File: config.mk
export PLATFORM = sky130hd
export DESIGN_NAME = axis_result_packer_flat
export DESIGN_NICKNAME = d
export VERILOG_FILES = /design/src/rtl/axis_result_packer_if.sv /design/src/rtl/axis_result_packer.sv /design/src/flat_wrapper.sv
export SDC_FILE = /design/constraint.sdc
export NUM_CORES = 1
export LEC_CHECK = 0
export ABC_AREA = 1
export CAP_MARGIN = 20
export CORE_ASPECT_RATIO = 0.8
export CORE_UTILIZATION = 25
export CTS_CLUSTER_DIAMETER = 60
export DETAILED_ROUTE_END_ITERATION = 7
export HOLD_SLACK_MARGIN = 0.03
export PLACE_DENSITY = 0.43
export SYNTH_ARGS = -nofsm -noshare
export SYNTH_HDL_FRONTEND = slang
export SYNTH_SLANG_ARGS = --single-unit
export TNS_END_PERCENT = 1
File: constraint.sdc
create_clock -name ACLK -period 6.1 [get_ports ACLK]
set_input_delay 1.525 -clock ACLK [delete_from_list [all_inputs] [get_ports ACLK]]
set_output_delay 1.525 -clock ACLK [all_outputs]
set_load 0.02 [all_outputs]
File: src/rtl/axis_result_packer_if.sv
// rtl/axis_result_packer_if.sv - byte-lane stream bundle used on both sides of the result packer
interface axis_result_packer_if #(
    parameter int DATA_WIDTH = 32,
    parameter int LANES      = 4
);
    logic [DATA_WIDTH-1:0] tdata;
    logic [LANES-1:0]      tkeep;
    logic                  tvalid;
    logic                  tready;
    logic                  tlast;

    modport master (
        output tdata, tkeep, tvalid, tlast,
        input  tready
    );

    modport slave (
        input  tdata, tkeep, tvalid, tlast,
        output tready
    );
endinterface

File: src/rtl/axis_result_packer.sv
// rtl/axis_result_packer.sv - packs four 8-bit results per 32-bit stream word with TKEEP/TLAST framing
module axis_result_packer #(
    parameter int DATA_WIDTH = 32,
    parameter int BYTE_WIDTH = 8,
    parameter int LANES      = DATA_WIDTH / BYTE_WIDTH
) (
    input  logic                    ACLK,
    input  logic                    ARESET,
    axis_result_packer_if.slave     s_axis,
    axis_result_packer_if.master    m_axis
);
    localparam int CNT_W = (LANES > 1) ? $clog2(LANES) : 1;

    // Lane counter doubles as the fill-state register.
    localparam logic [CNT_W-1:0] FILL0     = '0;
    localparam logic [CNT_W-1:0] FILL_LAST = CNT_W'(LANES - 1);

    logic [CNT_W-1:0]      cnt;
    logic [DATA_WIDTH-1:0] acc;
    logic [DATA_WIDTH-1:0] merged;
    logic [LANES-1:0]      keep_next;
    logic [BYTE_WIDTH-1:0] in_byte;
    logic                  out_en;
    logic                  in_fire;
    logic                  out_fire;
    logic                  complete;
    logic                  unused_bits;

    assign in_byte     = s_axis.tdata[BYTE_WIDTH-1:0];
    assign unused_bits = ^{s_axis.tdata[DATA_WIDTH-1:BYTE_WIDTH], s_axis.tkeep};

    // out_en keeps tready low through reset and rises on the first edge after release.
    assign s_axis.tready = out_en & (~m_axis.tvalid | m_axis.tready);
    assign in_fire       = s_axis.tvalid & s_axis.tready;
    assign out_fire      = m_axis.tvalid & m_axis.tready;
    assign complete      = in_fire & ((cnt == FILL_LAST) | s_axis.tlast);

    always_comb begin
        merged    = acc;
        keep_next = '0;
        for (int i = 0; i < LANES; i++) begin
            if (CNT_W'(i) == cnt)
                merged[i*BYTE_WIDTH +: BYTE_WIDTH] = in_byte;
            if (CNT_W'(i) <= cnt)
                keep_next[i] = 1'b1;
        end
    end

    always_ff @(posedge ACLK or posedge ARESET) begin
        if (ARESET) begin
            out_en        <= 1'b0;
            cnt           <= FILL0;
            acc           <= '0;
            m_axis.tvalid <= 1'b0;
            m_axis.tdata  <= '0;
            m_axis.tkeep  <= '0;
            m_axis.tlast  <= 1'b0;
        end else begin
            out_en <= 1'b1;
            if (out_fire)
                m_axis.tvalid <= 1'b0;
            if (in_fire) begin
                if (complete) begin
                    // A completing beat overrides the drain so the register reloads with no bubble.
                    m_axis.tvalid <= 1'b1;
                    m_axis.tdata  <= merged;
                    m_axis.tkeep  <= keep_next;
                    m_axis.tlast  <= s_axis.tlast;
                    cnt           <= FILL0;
                    acc           <= '0;
                end else begin
                    acc <= merged;
                    cnt <= cnt + 1'b1;
                end
            end
        end
    end
endmodule

File: src/flat_wrapper.sv
// flat-port wrapper written by rule: the top's interface ports become plain ports
module axis_result_packer_flat 
#(
    parameter int DATA_WIDTH = 32,
    parameter int BYTE_WIDTH = 8,
    parameter int LANES      = DATA_WIDTH / BYTE_WIDTH
)
  (ACLK, ARESET, s_axis_tdata, s_axis_tkeep, s_axis_tvalid, s_axis_tlast, s_axis_tready, m_axis_tdata, m_axis_tkeep, m_axis_tvalid, m_axis_tlast, m_axis_tready);
  axis_result_packer_if #(.DATA_WIDTH(DATA_WIDTH), .LANES(LANES)) s_axis_i ();
  axis_result_packer_if #(.DATA_WIDTH(DATA_WIDTH), .LANES(LANES)) m_axis_i ();
  input  logic ACLK;
  input  logic ARESET;
  input wire logic [$bits(s_axis_i.tdata)-1:0] s_axis_tdata;
  input wire logic [$bits(s_axis_i.tkeep)-1:0] s_axis_tkeep;
  input wire logic [$bits(s_axis_i.tvalid)-1:0] s_axis_tvalid;
  input wire logic [$bits(s_axis_i.tlast)-1:0] s_axis_tlast;
  output wire logic [$bits(s_axis_i.tready)-1:0] s_axis_tready;
  output wire logic [$bits(m_axis_i.tdata)-1:0] m_axis_tdata;
  output wire logic [$bits(m_axis_i.tkeep)-1:0] m_axis_tkeep;
  output wire logic [$bits(m_axis_i.tvalid)-1:0] m_axis_tvalid;
  output wire logic [$bits(m_axis_i.tlast)-1:0] m_axis_tlast;
  input wire logic [$bits(m_axis_i.tready)-1:0] m_axis_tready;
  assign s_axis_i.tdata = s_axis_tdata;
  assign s_axis_i.tkeep = s_axis_tkeep;
  assign s_axis_i.tvalid = s_axis_tvalid;
  assign s_axis_i.tlast = s_axis_tlast;
  assign s_axis_tready = s_axis_i.tready;
  assign m_axis_tdata = m_axis_i.tdata;
  assign m_axis_tkeep = m_axis_i.tkeep;
  assign m_axis_tvalid = m_axis_i.tvalid;
  assign m_axis_tlast = m_axis_i.tlast;
  assign m_axis_i.tready = m_axis_tready;
  axis_result_packer #(.DATA_WIDTH(DATA_WIDTH), .BYTE_WIDTH(BYTE_WIDTH), .LANES(LANES)) u_core (.ACLK(ACLK), .ARESET(ARESET), .s_axis(s_axis_i), .m_axis(m_axis_i));
endmodule
* After elaboration in Yosys (flattened, before gate mapping) *
Index checks and enable logic that the tools add are counted.
Widths: inputs -> output; s select.

word-level totals
  register bits = 73
  logic and storage cells = 38

cells by class
  add/sub/neg operators = 1
  muxes and demuxes = 13
  reductions and logical operators = 2
  bitwise gates (word level) = 7
  $lt $le $gt $ge = 4
  equality and inequality tests = 4

operators with widths
  cell                 number
  $mux 32              1
  $mux 8               4
  $mux 1               7
  $and 1x1->1          4
  $eq 2x2->1 const A   2
  $le 1x2->1 const A   2
  $le 2x2->1 const A   2
  $add 2x1->2 const B  1
  $eq 1x2->1 const A   1
  $eq 2x2->1 const B   1
  $logic_not 2->1      1
  $mux 2               1
  $or 1x1->1           2
  $reduce_and 2->1     1
  $not 1->1            1

* Depth between registers and ports, before layout *
  depth after elaboration = 7
  gate-level depth with buffers = 10
  mapped depth without buffers = 9

* Worst setup path after synthesis *
No wires, ideal clock.

  kind = input to output
  from = in m_axis_tready
  to = out s_axis_tready
  path slack = 2.565 ns
  cell stages on the path = 3
  arrival time = 2.010 ns
  cells stage by stage = inv_1 -> a21oi_4 -> buf_4

between the ends
  longest elaborated chain between the ends = 2

RTL lines
  element          RTL line                  source
  start, declared  flat_wrapper.sv:22        input wire logic [$bits(m_axis_i.tready)-1:0] m_axis_tready;
  $or 1x1->1       axis_result_packer.sv:33  assign s_axis.tready = out_en & (~m_axis.tvalid | m_axis.tready);
  $and 1x1->1      axis_result_packer.sv:33
  end, declared    flat_wrapper.sv:17        output wire logic [$bits(s_axis_i.tready)-1:0] s_axis_tready;

No other way between the ends.

* Worst setup path after layout *
Same ends and word-level chain as after synthesis.

==> qor.csv <==
metric,value,unit
cp.depth,4,
rsz0062_at_grt,no,
synth_xor_area_share,0,%
synthSimpleGateAreaFrac,35.0,%
area_growth,25.1,%
finalClockSkew,0.00758,ns
yosysWarnings,0,
pre_cts_ws,1.68,ns
path_clk_slew,0.06,ns
fin_crit_sh,72.3,%
peakVddDrop,0.179,mV
synth-compound-area-share,1.41,%
dp_hpwl,5990,um
die_w,137,um
setup_tns,0,ns
worstRegToRegCells,7,
dieArea,15000,um^2
placed_area,4240,um^2
antenna_cells,0,
htree_levels,3,
route.detailed.drc,0,
postSynthRegisterBits,73,
synth_adder_area_share,1.72,%
whs_path_depth,2,
cts_buffers,9,
synth_mux_area_share,0,%
worst_slack,1.69,ns
cts-root-buf,clkbuf_16,
design_area,4540,um^2
cp_data_arrival_time,2.89,ns
r2r_end,u_core.m_axis.tdata[26],
finalNetCount,576,
cts_resized,0,
cts_tree,built,
crit_family,buffers and inverters,
hp-class,reg -> reg,
grtUsageTotal,14.3,%
worstHoldStart,u_core.m_axis.tkeep[0],
drv_cap,0,
clk_path_buf_depth,2,
crit_path_start,m_axis_tready,
initial_core_util,25.5,%
p_clk_share,31.1,%
p_sw,0.600,mW
final-hold-violation-count,0,
cts_setup_buffers,0,
cp_num_buf_inv,3,
synth.avg_cell_area,7.43,um^2
setup_violations,0,
antenna_found_initial,0,
worst_pin_slew,0.973,ns
globalplace.congestion,0.704,
clk_latency,0.33,ns
ctsHoldBuffers,0,
relSlewSlack,35.1,%
drv_slew,0,
worstPathCellList,"clkdlybuf4s50_1, inv_1, a21oi_4, clkdlybuf4s50_1",
power_density,381,nW/um^2
synthesis.nets,535,
crit_path_end,s_axis_tready,
synth_top_family_by_area,simple AND/OR/NAND/NOR gates,
clock.fmax,227,MHz
crit_path_end_kind,output port,
wire_per_inst,13.2,um
ios,80,
timing.final.crit_period,4.41,ns
routed_wl,9490,um
grt_pass1_wl,16000,um
fp.dieH,110,um
cpMostUsedCell,clkdlybuf4s50_1,
overflow,0,
grt_pass1_vias,3085,
grt_max_degree,74,
drive_gt1_share,5.42,%
netlist_instances,489,
internal_power,1.13,mW
fillCellCount,1524,
synth.distinct_cells,20,
r2r_start,u_core.cnt[1],
ys_seq_area_share,50.3,%
p_total,1.73,mW
core_area,14200,um^2
io_buffers,51,
synth_area,3630,um^2
p_leak,2.48,nW
critPathMaxFanout,2,
ff2ff_setup_slack,3.48,ns
cts_sinks,73,
initialDrtViolationCount,150,
status,"complete, no violations",
path_class,in -> out,
seqPwrFrac,37.5,%
required,4.58,ns
slowest_stage,clkdlybuf4s50_1,
start_kind,input pin,
combinationalPowerShare,31.4,%
ant_nets,0,
viasPerCell,4.21,
first_pass_iters,4,
row_count,39,
vias,3025,
critical_path.max_stage_delay,0.65,ns
power.share.switching,34.7,%
sequential cells by signal, summed over array words and instances, names as in the netlist:
name	cells
u_core.acc	32
u_core.out_en	1
u_core.m_axis.tvalid	1
u_core.cnt	2
u_core.m_axis.tlast	1
u_core.m_axis.tdata	32
u_core.m_axis.tkeep	4
cells in the final DEF, fill, tap and decap left out:
cell and count:
nand3_1 2, nand2_2 2, o21ai_0 7, dfrtp_1 73, clkbuf_16 9, nand3_4 1
buf_4 3, nand2_1 266, inv_1 65, nor2_4 1, nand4_1 27, clkinv_4 1
nor2_1 8, inv_2 4, clkdlybuf4s50_1 51, nand4_4 1, a21oi_4 1, bufinv_16 1
ha_1 5, inv_6 3, clkinvlp_4 1, clkinv_2 1, clkinv_1 1, conb_1 1
cell usage after synthesis:
cell type  number  area share [%]
o21ai_0         7            0.96
inv_2           3            0.31
nor2_1          8            0.83
clkbuf_1        2            0.21
buf_6           4             1.2
nand2_2         2            0.34
clkinv_1        1            0.10
nand2_1       266              27
nand3_4         1            0.48
inv_1          66             6.8
dfrtp_1        73              50
ha_1            5             1.7
a21oi_4         1            0.45
nand4_4         1            0.59
nand4_1        27             4.7
nand3_1         2            0.28
buf_4           5             1.0
buf_2          13             1.8
conb_1          1            0.10
nor2_4          1            0.31
worst min-delay path by stage:
stage / slack, ns / endpoint
floorplan: 0.46 / u_core.acc[24]
global placement: 0.44 / u_core.m_axis.tkeep[0]
detailed placement: 0.45 / u_core.m_axis.tkeep[0]
CTS: 0.47 / u_core.m_axis.tkeep[0]
global route: 0.49 / u_core.m_axis.tkeep[0]
finish: 0.46 / u_core.m_axis.tkeep[0]
metrics by stage:
step	util [%]	hold slack (ns)	instances
after detailed placement	29.8	0.452	703
after floorplan	-	0.457	489
after global placement	29.8	0.445	703
after CTS	31.9	0.468	719
after global routing	31.9	0.488	719
final	31.9	0.461	719
routing by layer:
layer | GRT usage [%] | vias up | routed length, um
li1 | - | 1544 | -
met1 | 18.8 | 1415 | 4730
met2 | 22.3 | 60 | 4220
met3 | 4.06 | 6 | 454
met4 | 4.92 | 0 | 80
met5 | 0 | - | 0
logic make-up after synthesis:
group | after synthesis
AO/OA/AOI/OAI | 8
adder cells (fa/ha/maj) | 5
buffers and inverters | 94
flip-flops | 73
other | 1
AND/OR/NAND/NOR | 308
power groups by stage:
| stage | Combinational, mW | Clock (mW) | Sequential [mW] |
|---|---|---|---|
| final | 0.543 | 0.539 | 0.648 |
| after global routing | 0.618 | 0.582 | 0.663 |
| after floorplan | 0.254 | 0 | 0.736 |
| after global placement | 0.545 | 0 | 0.655 |
| after CTS | 0.550 | 0.563 | 0.650 |
| after detailed placement | 0.548 | 0 | 0.659 |
worst register-to-register path, cell delays in order (launching register included):
cell and delay, ns:
dfrtp_1 0.39, ha_1 0.57, inv_2 0.08, nand2_2 0.50, inv_2 0.43, nor2_4 0.40, nand2_1 0.12, nand2_1 0.07
layout make-up:
type                       count  area [um^2]  area share, %
clock inverter                 7         77.6           1.71
clock buffer                   9          225           4.96
tap                          184          230           5.07
inverter                      70          263           5.78
multi-input combinational    322         1390           30.5
sequential                    73         1830           40.2
timing repair buffer          54          533           11.7
No activity file was read; power rests on OpenSTA's default activity.
